`src/rtl/muldiv_sequencer_pkg.sv`:
```
// Shared definitions for the multiply/divide unit and the decode stage.
package muldiv_sequencer_pkg;

  // Operation encodings carried on the op port
  localparam logic [1:0] MULDIV_MULT  = 2'd0;
  localparam logic [1:0] MULDIV_MULTU = 2'd1;
  localparam logic [1:0] MULDIV_DIV   = 2'd2;
  localparam logic [1:0] MULDIV_DIVU  = 2'd3;

  // R-type funct codes that touch the multiply/divide unit
  localparam logic [5:0] FUNCT_MFHI  = 6'h10;
  localparam logic [5:0] FUNCT_MFLO  = 6'h12;
  localparam logic [5:0] FUNCT_MULT  = 6'h18;
  localparam logic [5:0] FUNCT_MULTU = 6'h19;
  localparam logic [5:0] FUNCT_DIV   = 6'h1a;
  localparam logic [5:0] FUNCT_DIVU  = 6'h1b;

  // Sequencer states
  typedef enum logic [1:0] {
    StIdle,
    StPrep,
    StIterate,
    StFixup
  } muldiv_state_e;

  function automatic logic op_is_signed(input logic [1:0] op);
    return (op == MULDIV_MULT) || (op == MULDIV_DIV);
  endfunction

  function automatic logic op_is_div(input logic [1:0] op);
    return op[1];
  endfunction

endpackage

```
`src/rtl/muldiv_datapath.sv`:
```
// Multiply/divide datapath: operand latches, shared 2*WIDTH accumulator,
// shift-add / restoring shift-subtract step, sign fixup and HI/LO registers.
module muldiv_datapath
  import muldiv_sequencer_pkg::*;
#(
  parameter int unsigned WIDTH = 32
) (
  input  logic             clock,
  input  logic             reset,
  input  logic             load,
  input  logic             prep,
  input  logic             step,
  input  logic             fixup,
  input  logic [1:0]       op,
  input  logic [WIDTH-1:0] operand_a,
  input  logic [WIDTH-1:0] operand_b,
  output logic             div_zero,
  output logic [WIDTH-1:0] hi,
  output logic [WIDTH-1:0] lo
);

  logic [1:0]         op_q;
  logic [WIDTH-1:0]   a_q, b_q;
  // Multiplicand for multiply, divisor for divide
  logic [WIDTH-1:0]   addend_q;
  // Multiply: {partial product, multiplier}; divide: {remainder, dividend/quotient}
  logic [2*WIDTH-1:0] acc_q;
  logic               neg_res_q, neg_rem_q;
  logic [WIDTH-1:0]   hi_q, lo_q;

  logic               is_div, sign_a, sign_b;
  logic [WIDTH-1:0]   mag_a, mag_b;
  logic [WIDTH:0]     mul_sum;
  logic [2*WIDTH-1:0] mul_next;
  logic [WIDTH:0]     div_shift;
  logic               div_ge;
  logic [WIDTH-1:0]   div_sub, div_rem;
  logic [2*WIDTH-1:0] div_next;
  logic [2*WIDTH-1:0] prod;
  logic [WIDTH-1:0]   quo, rem;
  logic [WIDTH-1:0]   hi_res, lo_res;

  // Operand magnitudes, one iteration step and the signed fixup results
  always_comb begin
    is_div   = op_is_div(op_q);
    sign_a   = op_is_signed(op_q) & a_q[WIDTH-1];
    sign_b   = op_is_signed(op_q) & b_q[WIDTH-1];
    mag_a    = sign_a ? -a_q : a_q;
    mag_b    = sign_b ? -b_q : b_q;
    div_zero = is_div && (b_q == '0);

    // Radix-2 shift-add: add multiplicand when the multiplier LSB is set
    mul_sum  = {1'b0, acc_q[2*WIDTH-1:WIDTH]} + {1'b0, (acc_q[0] ? addend_q : '0)};
    mul_next = {mul_sum, acc_q[WIDTH-1:1]};

    // Restoring divide: partial remainder is one bit wider than WIDTH
    div_shift = acc_q[2*WIDTH-1:WIDTH-1];
    div_ge    = div_shift >= {1'b0, addend_q};
    div_sub   = WIDTH'(div_shift - {1'b0, addend_q});
    div_rem   = div_ge ? div_sub : div_shift[WIDTH-1:0];
    div_next  = {div_rem, acc_q[WIDTH-2:0], div_ge};

    prod = neg_res_q ? -acc_q : acc_q;
    quo  = neg_res_q ? -acc_q[WIDTH-1:0] : acc_q[WIDTH-1:0];
    rem  = neg_rem_q ? -acc_q[2*WIDTH-1:WIDTH] : acc_q[2*WIDTH-1:WIDTH];

    if (div_zero) begin
      hi_res = a_q;
      lo_res = '1;
    end else if (is_div) begin
      hi_res = rem;
      lo_res = quo;
    end else begin
      hi_res = prod[2*WIDTH-1:WIDTH];
      lo_res = prod[WIDTH-1:0];
    end
  end

  // Datapath registers advanced by the sequencer strobes
  always_ff @(posedge clock) begin
    if (reset) begin
      op_q      <= '0;
      a_q       <= '0;
      b_q       <= '0;
      addend_q  <= '0;
      acc_q     <= '0;
      neg_res_q <= 1'b0;
      neg_rem_q <= 1'b0;
      hi_q      <= '0;
      lo_q      <= '0;
    end else begin
      if (load) begin
        op_q <= op;
        a_q  <= operand_a;
        b_q  <= operand_b;
      end
      if (prep) begin
        addend_q  <= is_div ? mag_b : mag_a;
        acc_q     <= {{WIDTH{1'b0}}, (is_div ? mag_a : mag_b)};
        neg_res_q <= sign_a ^ sign_b;
        neg_rem_q <= sign_a;
      end
      if (step) begin
        acc_q <= is_div ? div_next : mul_next;
      end
      if (fixup) begin
        hi_q <= hi_res;
        lo_q <= lo_res;
      end
    end
  end

  assign hi = hi_q;
  assign lo = lo_q;

endmodule

```
`src/rtl/muldiv_sequencer.sv`:
```
// Multiply/divide sequencer: IDLE -> PREP -> ITERATE (WIDTH steps) -> FIXUP,
// with pipeline stall request and flush cancel.
module muldiv_sequencer
  import muldiv_sequencer_pkg::*;
#(
  parameter int unsigned WIDTH = 32
) (
  input  logic             clock,
  input  logic             reset,
  input  logic             start,
  input  logic [1:0]       op,
  input  logic [WIDTH-1:0] operand_a,
  input  logic [WIDTH-1:0] operand_b,
  input  logic             hilo_read,
  input  logic             cancel,
  output logic             busy,
  output logic             done,
  output logic             stall,
  output logic [WIDTH-1:0] hi,
  output logic [WIDTH-1:0] lo
);

  localparam int unsigned CntW = $clog2(WIDTH);

  muldiv_state_e   state_q, state_d;
  logic [CntW-1:0] cnt_q, cnt_d;
  logic            done_q;
  logic            load_en, prep_en, step_en, fixup_en;
  logic            div_zero;

  // State, iteration counter and done pulse
  always_ff @(posedge clock) begin
    if (reset) begin
      state_q <= StIdle;
      cnt_q   <= '0;
      done_q  <= 1'b0;
    end else begin
      state_q <= state_d;
      cnt_q   <= cnt_d;
      done_q  <= fixup_en;
    end
  end

  // Next-state: cancel aborts any in-flight operation and blocks a new start
  always_comb begin
    state_d = state_q;
    cnt_d   = cnt_q;
    unique case (state_q)
      StIdle: begin
        if (start && !cancel) state_d = StPrep;
      end
      StPrep: begin
        cnt_d   = CntW'(WIDTH - 1);
        state_d = div_zero ? StFixup : StIterate;
      end
      StIterate: begin
        if (cnt_q == '0) state_d = StFixup;
        else             cnt_d   = cnt_q - 1'b1;
      end
      StFixup: begin
        state_d = StIdle;
      end
      default: state_d = StIdle;
    endcase
    if (state_q != StIdle && cancel) state_d = StIdle;
  end

  // Datapath strobes and pipeline-facing outputs
  always_comb begin
    busy     = (state_q != StIdle);
    load_en  = (state_q == StIdle) && start && !cancel;
    prep_en  = (state_q == StPrep) && !cancel;
    step_en  = (state_q == StIterate) && !cancel;
    fixup_en = (state_q == StFixup) && !cancel;
    stall    = busy && (start || hilo_read);
    done     = done_q;
  end

  muldiv_datapath #(
    .WIDTH(WIDTH)
  ) u_datapath (
    .clock     (clock),
    .reset     (reset),
    .load      (load_en),
    .prep      (prep_en),
    .step      (step_en),
    .fixup     (fixup_en),
    .op        (op),
    .operand_a (operand_a),
    .operand_b (operand_b),
    .div_zero  (div_zero),
    .hi        (hi),
    .lo        (lo)
  );

endmodule

```
`config.mk`:
```
export PLATFORM = sky130hd
export DESIGN_NAME = muldiv_sequencer
export DESIGN_NICKNAME = d
export VERILOG_FILES = /design/src/rtl/muldiv_sequencer_pkg.sv /design/src/rtl/muldiv_datapath.sv /design/src/rtl/muldiv_sequencer.sv
export SDC_FILE = /design/constraint.sdc
export NUM_CORES = 1
export LEC_CHECK = 0
export ABC_CLOCK_PERIOD_IN_PS = 5900
export CAP_MARGIN = 40
export CORE_MARGIN = 10
export CORE_UTILIZATION = 45
export CTS_BUF_LIST = sky130_fd_sc_hd__clkbuf_4 sky130_fd_sc_hd__clkbuf_8 sky130_fd_sc_hd__clkbuf_16
export CTS_CLUSTER_DIAMETER = 200
export DETAILED_ROUTE_END_ITERATION = 10
export SYNTH_ARGS = -nofsm -noshare
export SYNTH_HDL_FRONTEND = slang
export SYNTH_SLANG_ARGS = --single-unit
export TNS_END_PERCENT = 5
```
`constraint.sdc`:
```
create_clock -name clock -period 5.9 [get_ports clock]
set_input_delay 1.18 -clock clock [delete_from_list [all_inputs] [get_ports clock]]
set_output_delay 1.18 -clock clock [all_outputs]
set_load 0.05 [all_outputs]
```
==> summary by stage <==
Status
The flow ran to the end, and the final reports show no timing, DRC or antenna violations.

Place
The weighted congestion reported at the end of routability-driven placement is ~0.95. In this run the tool buffered the top-level ports with roughly 140 buffer cells. The total cell area at the placement stage is ~18000 µm². After legalization and detailed placement, the total HPWL measured a little under 50 mm. The setup slack at placement is 1.677 ns.

Yosys
The dominant cell type by area after synthesis is sky130_fd_sc_hd__dfxtp_1. Of the synthesized area, sequential elements account for between 20% and 30%. Of the post-synthesis cell area, the dominant cell type holds roughly 28%. The synthesized instance count is 2247. In the synthesized netlist the async set-or-reset flop fraction comes to 0%. The post-synthesis instance area is about 17000 µm². For this run, the leading register cell type out of synthesis is sky130_fd_sc_hd__dfxtp_1. The number of nets handed over by synthesis was approximately 2400. The per-instance average area after synthesis is roughly 7.4 µm². The synthesis-stage register bit count is ~240. Sorting the synthesized cells by area gives the leading types as sky130_fd_sc_hd__dfxtp_1, sky130_fd_sc_hd__nand2_1, sky130_fd_sc_hd__a21oi_1. Yosys printed 0 warnings.

The number of enable flip-flop cells after synthesis is 0. Counting distinct cell types in the post-synthesis netlist gives 80.

Critical path
The setup path with the least slack is of type reg -> reg. The reg-to-reg startpoint is u_datapath.acc_q[0]. The type of destination of the critical path is a register.

The most critical setup path has its startpoint at u_datapath.acc_q[0]. The required time of the critical path is 6.36 ns. The maximum fanout count along the critical path is 19. The arrival time at the worst endpoint is between 4 and 5 ns.

STA classifies the critical path startpoint as a register.

Floorplanning
The die height is 212.7 µm. In this run the standard cell core region covers roughly 37000 µm². For this configuration, the core starts out at a cell density of 45.63%. The total number of placement rows is 70. ~140 I/O pins were placed. The overall die area is approximately 45000 µm².

The die outline width is about 210 µm.

Routing
The final layout contains routed wiring with a total length of roughly 63 mm. The first routing iteration left 1611 violations. The iteration count of the initial detailed-routing pass is 5. The average vias per placed instance is between 6 and 7.

In the final routed layout, each cell accounts on average for approximately 23 µm. After detailed routing, the number of remaining DRC violations is 0. The detailed router placed between 15000 and 20000 vias in this run. In this run the remaining antenna-violating nets after routing total 0.

Run
Across the run, the number of max-cap violations was 0.

Power
The portion of total power attributed to the clock network is just under 30%. For this design the ratio of total power to cell area is roughly 350 nW/µm². The cell internal power dissipation is a little over 4000 µW.

The analysis attributes to net switching a power of around 2800 µW. The relative contribution of sequential cells to total power is between 20% and 30%. The fraction of power spent switching nets is roughly two fifths. The leakage power summed over all cells is 0.007489 µW. In this run, the combinational gates consume a little over two fifths of the power. The peak supply drop is 0.2356 mV.

Finish
0 antenna diodes ended up in the layout. Leaving out fill and tap cells, the most frequent cell in the layout is sky130_fd_sc_hd__nand2_1. In the layout the commonest cells are sky130_fd_sc_hd__nand2_1, sky130_fd_sc_hd__dfxtp_1, sky130_fd_sc_hd__a21oi_1, sky130_fd_sc_hd__nor2_1, sky130_fd_sc_hd__o21ai_0.

After routing the design area is between 15000 and 20000 µm². The net count of the finished layout is ~2400. The growth of design area from synthesis to finish is 16.10%. The share of cells above drive strength 1 is between 5 and 6%.

STA
Static timing analysis puts the maximum clock frequency at 0.2446 GHz. The final-report hold violation count is 0. The max-slew violation count came to 0. The post-route setup TNS is 0 ns.

Once routing completed, OpenROAD measured the worst setup slack at ~1.8 ns. The pin slew with the least headroom to its limit is just under 0.9 ns. The remaining max-slew budget at the tightest pin is roughly two fifths.

The worst clock skew is about 0.011 ns. Setup violations remaining at the end of the flow were counted as 0. Setup repair after global routing left no endpoint under its margin. Final hold analysis gives a worst-case slack of between 0.4 and 0.5 ns. After layout, the worst path uses 69.29% of the clock period. For the finished layout, the period the worst path requires is 4.088 ns.

Clock network
At the later pin of the worst-skew pair, clock insertion delay measures between 0.5 and 0.6 ns. The number of gates resized after cts is 0. TritonCTS built the clock tree. The maximum number of buffers from clock root to sink is 3. The number of clock sinks seen by CTS is approximately 240. Counting the buffers created by CTS gives 28. The cell at the root of the clock tree is sky130_fd_sc_hd__clkbuf_16. In this run the number of H-tree levels came out at 1. The post-CTS setup repair buffer count is 0.

Clock-pin slew was measured on the worst setup and hold paths at roughly 0.060 ns. The number of buffers added to fix hold violations after cts is 0.

Global routing
The overflow left after global routing is 0. The number of antenna violations at the first check in global routing is 0. The total global-route track usage is 26.95%.

The first global-routing pass estimated approximately 96 mm of wire. Entering global routing, the biggest net connects 88 pins. The via count of the first global-routing pass came to between 15000 and 20000.

Hold path
The start point of the worst hold path is u_datapath.addend_q[21]. The path class of the tightest hold or removal check is reg -> reg.
==> critical path: stages (launching register included) <==
cell                       delay, ns
sky130_fd_sc_hd__dfxtp_1        0.40
sky130_fd_sc_hd__inv_1          0.51
sky130_fd_sc_hd__nor2_1         0.09
sky130_fd_sc_hd__ha_1           0.36
sky130_fd_sc_hd__o21ai_0        0.09
sky130_fd_sc_hd__nor2_1         0.18
sky130_fd_sc_hd__o31ai_1        0.14
sky130_fd_sc_hd__o31ai_1        0.46
sky130_fd_sc_hd__nand4_1        0.30
sky130_fd_sc_hd__a311oi_1       0.78
sky130_fd_sc_hd__a31oi_1        0.20
sky130_fd_sc_hd__xnor2_1        0.17
sky130_fd_sc_hd__a221o_1        0.29
==> power by group through the flow <==
stage / logic [µW] / clock network [µW] / registers [µW]
after floorplan: 2030 / 0 / 1920
after global placement: 2790 / 0 / 1980
after detailed placement: 2820 / 0 / 1980
after CTS: 2830 / 2030 / 1950
after global routing: 3130 / 2090 / 1970
final: 2870 / 2010 / 1960
==> routing by layer <==
metal  share of wire, %  vias to the layer above  track usage (%)
met5                  0                        -                0
met3                6.1                      120            3.534
met1                 43                     8046            35.28
met2                 46                      626            43.84
li1                   -                     8172                -
met4                4.3                        0            11.05
==> cell usage after synthesis (12+ instances only) <==
master / instances
sky130_fd_sc_hd__o22ai_1: 14
sky130_fd_sc_hd__dfxtp_1: 236
sky130_fd_sc_hd__o31ai_1: 23
sky130_fd_sc_hd__a31oi_1: 42
sky130_fd_sc_hd__o211ai_1: 33
sky130_fd_sc_hd__nor3_1: 33
sky130_fd_sc_hd__buf_1: 17
sky130_fd_sc_hd__xor2_1: 80
sky130_fd_sc_hd__nor2b_1: 13
sky130_fd_sc_hd__nand2_1: 350
sky130_fd_sc_hd__xnor2_1: 96
sky130_fd_sc_hd__and2_1: 14
sky130_fd_sc_hd__or4_1: 14
sky130_fd_sc_hd__a21oi_1: 234
sky130_fd_sc_hd__nand4_1: 24
sky130_fd_sc_hd__inv_1: 74
sky130_fd_sc_hd__buf_2: 12
sky130_fd_sc_hd__a21o_1: 18
sky130_fd_sc_hd__nor2_1: 187
sky130_fd_sc_hd__mux2i_1: 43
sky130_fd_sc_hd__a22oi_1: 20
sky130_fd_sc_hd__nand2b_1: 20
sky130_fd_sc_hd__ha_1: 74
sky130_fd_sc_hd__clkbuf_1: 121
sky130_fd_sc_hd__o21ai_0: 149
sky130_fd_sc_hd__a211oi_1: 60
sky130_fd_sc_hd__nor4_1: 17
sky130_fd_sc_hd__or3_1: 13
sky130_fd_sc_hd__nand3_1: 28
sky130_fd_sc_hd__o221ai_1: 17
==> area by class of cell <==
type                            count  area (µm²)
Timing Repair Buffer              168        1630
Clock buffer                       41       859.6
Fill cell                        3625       17220
Multi-Input combinational cell   1782       11100
Sequential cell                   236        4728
Clock inverter                     11       210.2
Inverter                           74       277.8
Tap cell                          468       585.6
==> per-stage QoR <==
step                      power, µW  cells  util, %
final                          6839   2780    52.97
after global routing           7194   2780    52.97
after CTS                      6808   2779    52.96
after detailed placement       4803   2727    50.03
after global placement         4768   2722    49.85
after floorplan                3946   2247        -
==> state kept, by name (all words and copies together) (netlist names) <==
signal / flops
u_datapath.neg_res_q: 1
state_q: 2
u_datapath.lo: 32
u_datapath.acc_q: 64
u_datapath.op_q: 2
u_datapath.a_q: 32
u_datapath.b_q: 32
cnt_q: 5
u_datapath.hi: 32
u_datapath.neg_rem_q: 1
done: 1
u_datapath.addend_q: 32
==> cells by family (layout without fill, tap and decap cells) <==
kind of cell               after synthesis  in the layout  synth area share, %
AOI/OAI and AO/OA                      710            710                26.65
buffers and inverters                  229            294                5.438
DFF                                    236            236                28.28
adders and majority gates               76             76                5.783
and+or+nand+nor                        764            764                21.03
xor gates and xnor gates               176            176                9.228
muxes                                   56             56                3.588
==> worst paths after layout <==
| path | cells after the start | slack, ns | end |
|---|---|---|---|
| worst max-delay path | 12 | 1.81 | u_datapath.acc_q[58] |
| worst min-delay path | 2 | 0.45 | u_datapath.addend_q[21] |
| worst max register to register | 12 | 1.81 | u_datapath.acc_q[58] |
| worst min register to register | 2 | 0.45 | u_datapath.addend_q[21] |
Power figures use the tool's default switching activity.
